File: src/rtl/fifo_pkg.sv
`default_nettype none
// ============================================================================
// Module      : fifo_pkg
// Description : Shared types and helpers for the fifo_core slice.
//               PTR_W is the width of the wr_ptr, rd_ptr and cnt ports; it is
//               fixed at 8 bits so the protocol checker can bind without
//               knowing DEPTH.
// Contents    : PTR_W    - pointer/count width
//               ptr_t    - pointer/count type
//               next_ptr - increment with wrap at depth-1
// Revision    : 1.0 - initial release
// ============================================================================
package fifo_pkg;

  localparam int PTR_W = 8;

  typedef logic [PTR_W-1:0] ptr_t;

  // Advance a slot index, wrapping depth-1 back to slot 0. This is not a
  // plain modulo-2^PTR_W increment, so pointers never leave 0..depth-1.
  function automatic ptr_t next_ptr(input ptr_t ptr, input ptr_t depth);
    ptr_t w_last;
    w_last = depth - ptr_t'(1);
    return (ptr == w_last) ? '0 : ptr + ptr_t'(1);
  endfunction

endpackage : fifo_pkg
`default_nettype wire

File: src/rtl/fifo_mem.sv
`default_nettype none
// ============================================================================
// Module      : fifo_mem
// Description : DEPTH x WIDTH storage array for fifo_core. It has one
//               synchronous write port and one synchronous read port with a
//               registered output. The array itself is never reset; only the
//               read data register is.
// Ports       : clk   - system clock
//               rst   - asynchronous active-low reset (clears rdata only)
//               we    - write enable
//               waddr - write slot
//               wdata - write data
//               re    - read enable; rdata loads mem[raddr]
//               raddr - read slot
//               rdata - registered read data, held when re is low
// Revision    : 1.0 - initial release
// ============================================================================
module fifo_mem #(
  parameter int DEPTH = 16,
  parameter int WIDTH = 8,
  parameter int AW    = (DEPTH > 1) ? $clog2(DEPTH) : 1
) (
  input  logic             clk,
  input  logic             rst,
  input  logic             we,
  input  logic [AW-1:0]    waddr,
  input  logic [WIDTH-1:0] wdata,
  input  logic             re,
  input  logic [AW-1:0]    raddr,
  output logic [WIDTH-1:0] rdata
);

  logic [WIDTH-1:0] r_mem [DEPTH];
  logic [WIDTH-1:0] r_rdata;

  // No reset on the array, so it can map onto plain register files or RAM.
  always_ff @(posedge clk) begin
    if (we) begin
      r_mem[waddr] <= wdata;
    end
  end

  // The read register sees the array contents from before this edge's
  // write. A write and a read to the same slot therefore never bypass.
  always_ff @(posedge clk or negedge rst) begin
    if (!rst) begin
      r_rdata <= '0;
    end else if (re) begin
      r_rdata <= r_mem[raddr];
    end
  end

  assign rdata = r_rdata;

endmodule : fifo_mem
`default_nettype wire

File: src/rtl/fifo_core.sv
`default_nettype none
// ============================================================================
// Module      : fifo_core
// Description : Single-clock FIFO between a byte producer and a byte
//               consumer. It exposes status and pointer state directly so
//               the FIFO protocol checker can bind to it with no glue logic.
// Ports       : clk        - system clock, rising edge
//               rst        - asynchronous active-low reset
//               fifo_write - write request, data_in is taken when accepted
//               fifo_read  - read request
//               data_in    - write data
//               data_out   - registered read data (one-cycle latency)
//               fifo_full  - cnt == DEPTH
//               fifo_empty - cnt == 0
//               wr_ptr     - next write slot, 0..DEPTH-1
//               rd_ptr     - next read slot, 0..DEPTH-1
//               cnt        - occupancy, 0..DEPTH
//               overflow   - sticky, a write was rejected
//               underflow  - sticky, a read was rejected
// Revision    : 1.0 - initial release
// ============================================================================
module fifo_core
  import fifo_pkg::*;
#(
  parameter int DEPTH = 16,
  parameter int WIDTH = 8
) (
  input  logic             clk,
  input  logic             rst,
  input  logic             fifo_write,
  input  logic             fifo_read,
  input  logic [WIDTH-1:0] data_in,
  output logic [WIDTH-1:0] data_out,
  output logic             fifo_full,
  output logic             fifo_empty,
  output logic [PTR_W-1:0] wr_ptr,
  output logic [PTR_W-1:0] rd_ptr,
  output logic [PTR_W-1:0] cnt,
  output logic             overflow,
  output logic             underflow
);

  localparam int   c_AW    = (DEPTH > 1) ? $clog2(DEPTH) : 1;
  localparam ptr_t c_DEPTH = ptr_t'(DEPTH);

  ptr_t r_wr_ptr;
  ptr_t r_rd_ptr;
  ptr_t r_cnt;
  logic r_overflow;
  logic r_underflow;

  logic w_full;
  logic w_empty;
  logic w_wr_ok;
  logic w_rd_ok;

  // The flags are decoded from the count register only, so they change in
  // the same cycle as cnt and have no path from the request inputs.
  assign w_full  = (r_cnt == c_DEPTH);
  assign w_empty = (r_cnt == '0);

  // When the FIFO is full, a simultaneous read frees the slot being written.
  // A read is only refused when empty, so fifo_read on a full FIFO is always
  // accepted.
  assign w_wr_ok = fifo_write && (!w_full || fifo_read);
  assign w_rd_ok = fifo_read && !w_empty;

  always_ff @(posedge clk or negedge rst) begin
    if (!rst) begin
      r_wr_ptr    <= '0;
      r_rd_ptr    <= '0;
      r_cnt       <= '0;
      r_overflow  <= 1'b0;
      r_underflow <= 1'b0;
    end else begin
      if (w_wr_ok) begin
        r_wr_ptr <= next_ptr(r_wr_ptr, c_DEPTH);
      end
      if (w_rd_ok) begin
        r_rd_ptr <= next_ptr(r_rd_ptr, c_DEPTH);
      end

      if (w_wr_ok && !w_rd_ok) begin
        r_cnt <= r_cnt + ptr_t'(1);
      end else if (w_rd_ok && !w_wr_ok) begin
        r_cnt <= r_cnt - ptr_t'(1);
      end

      if (fifo_write && !w_wr_ok) begin
        r_overflow <= 1'b1;
      end
      if (fifo_read && !w_rd_ok) begin
        r_underflow <= 1'b1;
      end
    end
  end

  fifo_mem #(
    .DEPTH (DEPTH),
    .WIDTH (WIDTH),
    .AW    (c_AW)
  ) u_mem (
    .clk   (clk),
    .rst   (rst),
    .we    (w_wr_ok),
    .waddr (r_wr_ptr[c_AW-1:0]),
    .wdata (data_in),
    .re    (w_rd_ok),
    .raddr (r_rd_ptr[c_AW-1:0]),
    .rdata (data_out)
  );

  assign fifo_full  = w_full;
  assign fifo_empty = w_empty;
  assign wr_ptr     = r_wr_ptr;
  assign rd_ptr     = r_rd_ptr;
  assign cnt        = r_cnt;
  assign overflow   = r_overflow;
  assign underflow  = r_underflow;

endmodule : fifo_core
`default_nettype wire

File: config.mk
export PLATFORM = sky130hd
export DESIGN_NAME = fifo_core
export DESIGN_NICKNAME = d
export VERILOG_FILES = /design/src/rtl/fifo_pkg.sv /design/src/rtl/fifo_mem.sv /design/src/rtl/fifo_core.sv
export SDC_FILE = /design/constraint.sdc
export NUM_CORES = 1
export LEC_CHECK = 0
export BUFFER_PORTS_ARGS = -buffer_cell sky130_fd_sc_hd__buf_2
export CAP_MARGIN = 40
export CORE_AREA = 8 8 127 140
export DETAILED_ROUTE_END_ITERATION = 10
export DIE_AREA = 0 0 135 148
export PLACE_DENSITY = 0.59
export SETUP_SLACK_MARGIN = 0.1
export SYNTH_ARGS = -nofsm -noshare
export SYNTH_HDL_FRONTEND = slang
export SYNTH_SLANG_ARGS = --single-unit
File: constraint.sdc
create_clock -name clk -period 3.11 [get_ports clk]
set_input_delay 0.622 -clock clk [delete_from_list [all_inputs] [get_ports clk]]
set_output_delay 0.622 -clock clk [all_outputs]
set_load 0.03 [all_outputs]
======== After elaboration in Yosys (flattened, before gate mapping) ========
Memory sizes are Yosys's and may differ from the RTL's. A register that Yosys moved wholly into a read port is not among the register bits.
Index checks and enable logic that the tools add are counted.
operators by class
  reduce and logical (&&, ||, !) cells .... 14
  $add $sub $neg .......................... 4
  muxes and demuxes ....................... 6
  equality and inequality tests ........... 3
operators with widths
  cell                                                                    number
  8-bit 2-to-1 mux                                                        4
  8-bit by 1-bit adder with 8-bit output (second input constant)          3
  8-bit by 4-bit equality test with 1-bit output (second input constant)  2
  8-bit by 5-bit equality test with 1-bit output (second input constant)  1
  8-bit zero test                                                         1
  8-bit by 1-bit subtractor with 8-bit output (second input constant)     1
  1-bit logical AND                                                       6
  1-bit zero test                                                         5
  1-bit 2-to-1 mux                                                        2
  2-bit nonzero test                                                      1
  1-bit logical OR                                                        1
storage, ports and cells
  RAM bits ................................ 128
  output and inout port bits .............. 36
  input port bits ......................... 12
  logic and storage cells ................. 33
  memories ................................ 1
  register bits ........................... 26
memories
  name         words  bits a word  rd ports  clocked after Yosys merged registers in  write ports  line            RTL
  u_mem.r_mem  16     8            1         1                                        1            fifo_mem.sv:33  logic [WIDTH-1:0] r_mem [DEPTH];

======== Logic depth before layout (Yosys ltp) ========
  depth in word-level cells ............... 8
  depth in mapped cells ................... 12
  mapped depth without buffers ............ 11

======== By module ========
Synthesis repeated with hierarchy kept, for this count alone.
unflattened totals
  cell total of the unflattened synthesis .. 393
  area, all modules ....................... 6849.1 um2
modules (own cells, without submodules)
  module     seq. area each (um2)  instances  cells each  area an instance (um2)
  fifo_mem   4043.9                1          240         5331.4
  fifo_core  650.6                 1          153         1517.7

======== Worst setup path after synthesis ========
No wires, ideal clock.
  kind .................................... register -> register
  from .................................... register r_cnt[7] (netlist: cnt[7])
  to ...................................... register r_cnt[7] (netlist: cnt[7])
  path buffers ............................ 1
  stages on the path, launching flop included .. 12
  data required time ...................... 3.009 ns
  clock period less this slack ............ 3.027 ns
  path slack .............................. 0.083 ns
  arrival time ............................ 2.926 ns
  library setup time ...................... 0.101 ns
  cells stage by stage .................... dfrtp_1 > nor4_4 > a31oi_2 > inv_2 > buf_2 > ha_1 > inv_1 > ha_1 > or2_2 > o311a_1 > and4b_1 > o32ai_1
on the way
  longest elaborated chain between the ends .. 7
  elaborated cells between the ends (all ways) .. 16
  those cells by class .................... add/sub (2); eq/ne (1); mux (2); reduce/logical (11)
ends and longest elaborated chain
  element                                                                                              line             RTL
  start, declared                                                                                      fifo_core.sv:48  ptr_t r_cnt;
  start signal, assigned                                                                               fifo_core.sv:84  r_cnt <= r_cnt + ptr_t'(1);
  start signal, assigned                                                                               fifo_core.sv:86  r_cnt <= r_cnt - ptr_t'(1);
  parallel branches: the longest is 7 deep, another holds 8-bit by 1-bit subtractor with 8-bit output  n/a
Parallel ways; which one is timed is not known. The select of a mux whose other input is x is not followed.
A chain may end at the register's enable or synchronous reset.

======== Worst setup path after layout ========
  from .................................... register r_cnt[6] (netlist: cnt[6])
  to ...................................... register r_cnt[6] (netlist: cnt[6])
on the way
  longest elaborated chain between the ends .. 7
  elaborated cells between the ends (all ways) .. 16
  those cells by class .................... add/sub (2); eq/ne (1); mux (2); reduce/logical (11)
ends and longest elaborated chain
  element                                           line             RTL
  8-bit by 5-bit equality test with 1-bit output *  fifo_core.sv:59  assign w_full = (r_cnt == c_DEPTH);
  1-bit zero test *                                 fifo_core.sv:65  assign w_wr_ok = fifo_write && (!w_full || fifo_read);
  1-bit logical OR *                                fifo_core.sv:65
  1-bit logical AND *                               fifo_core.sv:65
  named net u_mem.we                                fifo_mem.sv:25   input logic we,
  1-bit zero test                                   fifo_core.sv:85  end else if (w_rd_ok && !w_wr_ok) begin
  1-bit logical AND                                 fifo_core.sv:85
  2-bit nonzero test (no source line)               n/a
The timed path passes the listed nets; every way through them passes the cells marked *. The select of a mux whose other input is x is not followed.

==> flow_summary.rst <==
.. list-table::
   :header-rows: 1

   * - Metric
     - Value
   * - Run status
     - finished, final reports clean
   * - Most common library cell in the layout ignoring fill and taps
     - sky130_fd_sc_hd__edfxtp_1
   * - Initial core utilization
     - 0.438
   * - Final count of hold timing violations
     - 0
   * - Fraction of layout instances using a drive strength above 1
     - 0.311
   * - End of the worst register-to-register path
     - cnt[6]
   * - Area grow syn2layout
     - 17.3%
   * - CTS sink cnt
     - roughly 160
   * - Ratio of total power to cell area
     - a little over 900 mW/mm^2
   * - RSZ-0062 raised after global routing
     - false
   * - Hold Crit Class
     - in -> async
   * - Clock-pin slew on the worst setup and hold paths
     - 70 ps
   * - Number of library cell types mapped by synthesis
     - between 50 and 60
   * - DR WL/cell
     - approximately 21 um
   * - Internal Power
     - approximately 0.0048 W
   * - Startpoint type of the worst setup path
     - register
   * - Final-stage net count
     - a little under 500
   * - Largest net degree at the start of global routing
     - 35
   * - DRC violations left
     - 0
   * - Insertion delay to the later sink of the worst-skew pair
     - between 400 and 500 ps
   * - Final min period
     - about 2800 ps
   * - Clock tree from TritonCTS
     - done
   * - Global-route congestion overflow total
     - 0
   * - Syn Nets
     - 418
   * - Area of the multi-input gates
     - 0.00199 sq mm
   * - CTS hold repair buffers
     - 0
   * - # fillers
     - approximately 1,300
   * - Kind of end point of the critical path
     - register
   * - Routed vias/inst
     - about 5.5
   * - Drt initial violations
     - roughly 240
   * - Final setup violation count
     - 0
   * - Reg-to-Reg Start
     - cnt[6]
   * - Number of pins exceeding their max-slew limit in the final report
     - 0
   * - Buffers and inverters on the worst path
     - 2
   * - Die Y-Extent
     - roughly 150 um
   * - Buffer type at the clock tree root
     - sky130_fd_sc_hd__clkbuf_16
   * - DRT antenna net count
     - 0
   * - Sw Share
     - 0.352
   * - Count of max-cap constraint violations
     - 0
   * - Via count of the first global-routing pass
     - slightly below 4,000
   * - Main flop type after synthesis
     - sky130_fd_sc_hd__edfxtp_1
   * - Post-synthesis area per instance
     - between 15 and 20 sq um
   * - Leakage power figure
     - around 3.0 nW
   * - Number of buffers added by the clock tree synthesis step
     - 17
   * - Number of warnings printed during yosys synthesis
     - 0
   * - Synth async-reset ratio
     - 0.210
   * - Number of flip-flops and latches in the synthesized netlist
     - ~160
   * - Net switching power figure
     - about 0.0026 W
   * - Cells on worst reg2reg path
     - 11
   * - Most area-hungry cell type in the Yosys netlist
     - sky130_fd_sc_hd__edfxtp_1
   * - Diodes inserted
     - 0
   * - Register area share after synthesis
     - 0.692
   * - H-tree Lvls
     - 4
   * - Category of the most critical setup path
     - reg -> reg
   * - Width of the chip
     - 135 um
   * - Seq pwr share
     - 0.401
   * - Count of flip-flops with a built-in enable after synthesis
     - roughly 130
   * - Delay of the slowest cell on the worst path
     - between 400 and 500 ps
   * - Via Count
     - approximately 3,700
   * - Worst clock skew
     - ~15 ps
   * - Highest Clock Rate
     - between 300 and 400 MHz
   * - First-pass GRT wire length
     - between 20 and 25 mm
   * - Half-perimeter wire length of the detailed placement result
     - around 9 mm
   * - First-pass DRT Iterations
     - 4
   * - Worst slew margin relative to its limit
     - 0.451
   * - Cell area after technology mapping
     - just under 0.007 sq mm
   * - FP Rows
     - 48
   * - Top Family by Delay on Critical Path
     - compound AO/OA/AOI/OAI gates
   * - Number of antenna violations at the first check in global routing
     - 0
   * - Clock network power share
     - 0.286
   * - Maximum buffer depth of the clock tree
     - 2
   * - Required time at the worst-slack endpoint
     - approximately 3400 ps
   * - Commonest non-fill, non-tap cells in the layout
     - sky130_fd_sc_hd__edfxtp_1, sky130_fd_sc_hd__buf_2, sky130_fd_sc_hd__mux4_2
   * - Arrival time reported for the critical path endpoint
     - roughly 3100 ps
   * - Maximum ir drop on the vdd rail
     - about 0.00044 V
   * - Cell type of the slowest stage on the worst timing path
     - sky130_fd_sc_hd__dfrtp_2
   * - Drt total wl
     - roughly 14 mm
   * - Top-area cell type share of the netlist area
     - 0.567
   * - Sequential standard cell area
     - 0.00470 sq mm
   * - Syn Inst Count
     - around 400
   * - Cell types with the largest area share after synthesis
     - sky130_fd_sc_hd__edfxtp_1, sky130_fd_sc_hd__dfrtp_1, sky130_fd_sc_hd__mux4_2, sky130_fd_sc_hd__ha_1, sky130_fd_sc_hd__mux2i_1
   * - Worst-path maximum fanout
     - 7
   * - Total power
     - approximately 0.0074 W
   * - Core Region
     - 0.0155 sq mm
   * - Final Hold Slack
     - roughly 300 ps
   * - Share of power burned in combinational logic
     - 0.313
   * - Final weighted congestion in routability-driven placement
     - about 0.84
   * - Port Buffers
     - between 40 and 50
   * - Period utilization
     - 0.904
   * - Crit path cell chain
     - nor4_4 > a41o_2 > inv_2 > ha_2 > buf_4 > fa_1 > nand3b_1 > a21boi_1 > o21a_1 > nor3_1 > o31ai_1
   * - Register-to-register setup slack
     - 300 ps
   * - Count of pins on the block boundary
     - between 40 and 50
   * - GR Util All Layers
     - 0.145
   * - Summed negative setup slack over all endpoints
     - 0 ps
   * - Die ar.
     - 0.0200 sq mm
   * - Worst-margin pin slew
     - slightly above 800 ps
[metal layers]
metal	wire length [um]	vias to the layer above	GRT usage
li1	-	1672	-
met1	5840	1895	0.173
met2	7150	87	0.247
met3	699	14	0.0407
met4	170	0	0.0506
met5	0	-	0
[cell families (layout without fill, tap and decap cells)]
family	after synthesis	in the layout	share of synthesized area
AO/OA/AOI/OAI	44	44	0.0459
XOR/XNOR	14	14	0.0181
adder cells (fa/ha/maj)	14	14	0.0269
buffers and inverters	25	103	0.0166
flip-flops	162	162	0.692
multiplexers	49	49	0.132
AND/OR/NAND/NOR	84	84	0.0679
[state kept, by name, indices dropped and copies added, names as in the netlist]
signal and flops:
cnt 8, u_mem.rdata 8, overflow 1, u_mem.r_mem 128
rd_ptr 8, wr_ptr 8, underflow 1
[cells in the mapped netlist (2+ instances only)]
| library cell | number |
|---|---|
| sky130_fd_sc_hd__buf_2 | 3 |
| sky130_fd_sc_hd__nor3_1 | 9 |
| sky130_fd_sc_hd__mux4_2 | 32 |
| sky130_fd_sc_hd__nand3_1 | 7 |
| sky130_fd_sc_hd__and3_1 | 2 |
| sky130_fd_sc_hd__nand2b_1 | 2 |
| sky130_fd_sc_hd__nor3b_1 | 2 |
| sky130_fd_sc_hd__inv_1 | 10 |
| sky130_fd_sc_hd__o21ai_0 | 13 |
| sky130_fd_sc_hd__o31ai_1 | 2 |
| sky130_fd_sc_hd__buf_4 | 4 |
| sky130_fd_sc_hd__edfxtp_1 | 128 |
| sky130_fd_sc_hd__or2_2 | 2 |
| sky130_fd_sc_hd__and2_2 | 3 |
| sky130_fd_sc_hd__nand4_1 | 3 |
| sky130_fd_sc_hd__clkbuf_1 | 6 |
| sky130_fd_sc_hd__ha_1 | 13 |
| sky130_fd_sc_hd__dfrtp_1 | 34 |
| sky130_fd_sc_hd__xor2_1 | 5 |
| sky130_fd_sc_hd__nand2_1 | 28 |
| sky130_fd_sc_hd__a21o_1 | 5 |
| sky130_fd_sc_hd__a21oi_1 | 5 |
| sky130_fd_sc_hd__o221ai_1 | 8 |
| sky130_fd_sc_hd__o21a_1 | 2 |
| sky130_fd_sc_hd__nor2_1 | 4 |
| sky130_fd_sc_hd__and2_1 | 12 |
| sky130_fd_sc_hd__xnor2_1 | 9 |
| sky130_fd_sc_hd__mux2i_1 | 16 |
[power groups by stage]
stage          clock [W]  sequential (W)  combinational, W
5_1_grt          0.00226         0.00303           0.00250
4_1_cts          0.00216         0.00298           0.00231
3_3_place_gp           0         0.00301           0.00228
3_5_place_dp           0         0.00303           0.00230
2_1_floorplan          0         0.00323           0.00139
6_report         0.00212         0.00298           0.00232
[metrics by stage]
stage                     std cells   util  worst slack (ps)  area, sq um
after floorplan                 392      -               116         6780
after global placement          634  0.471               133         7290
after detailed placement        634  0.471              57.7         7290
after CTS                       666  0.510               146         7900
after global routing            670  0.513              96.9         7950
final                           670  0.513               300         7950
[worst reg2reg max path: stages (launching register included)]
cell	delay [ps]
sky130_fd_sc_hd__dfrtp_2	440
sky130_fd_sc_hd__nor4_4	420
sky130_fd_sc_hd__a41o_2	310
sky130_fd_sc_hd__inv_2	80
sky130_fd_sc_hd__ha_2	200
sky130_fd_sc_hd__buf_4	160
sky130_fd_sc_hd__fa_1	390
sky130_fd_sc_hd__nand3b_1	210
sky130_fd_sc_hd__a21boi_1	150
sky130_fd_sc_hd__o21a_1	140
sky130_fd_sc_hd__nor3_1	50
sky130_fd_sc_hd__o31ai_1	190
[how the worst max path moves through the flow]
stage                     startpoint     end  slack (ps)  cells after the start
final                         cnt[6]  cnt[6]         300                     11
after global routing          cnt[6]  cnt[6]         100                     11
after CTS                     cnt[7]  cnt[7]         150                     11
after detailed placement      cnt[7]  cnt[7]          60                     10
after global placement        cnt[7]  cnt[5]         130                     11
after floorplan               cnt[3]  cnt[7]         120                     11
[cell type report]
class / count / area share
multi-input combinational: 205 / 0.250
clock inverter: 15 / 0.0234
sequential: 162 / 0.591
clock buffer: 17 / 0.0535
timing repair buffer: 60 / 0.0450
tap: 200 / 0.0315
inverter: 11 / 0.00551
[what timing repair did]
item | 4_1_cts | 5_1_grt
resized for setup | 1 | 6
endpoints found under the setup margin | 3 | 3
buffers inserted | 0 | 4
pin swaps | 0 | 2
cloned | 0 | 0
(Power assumes the default switching activity.)
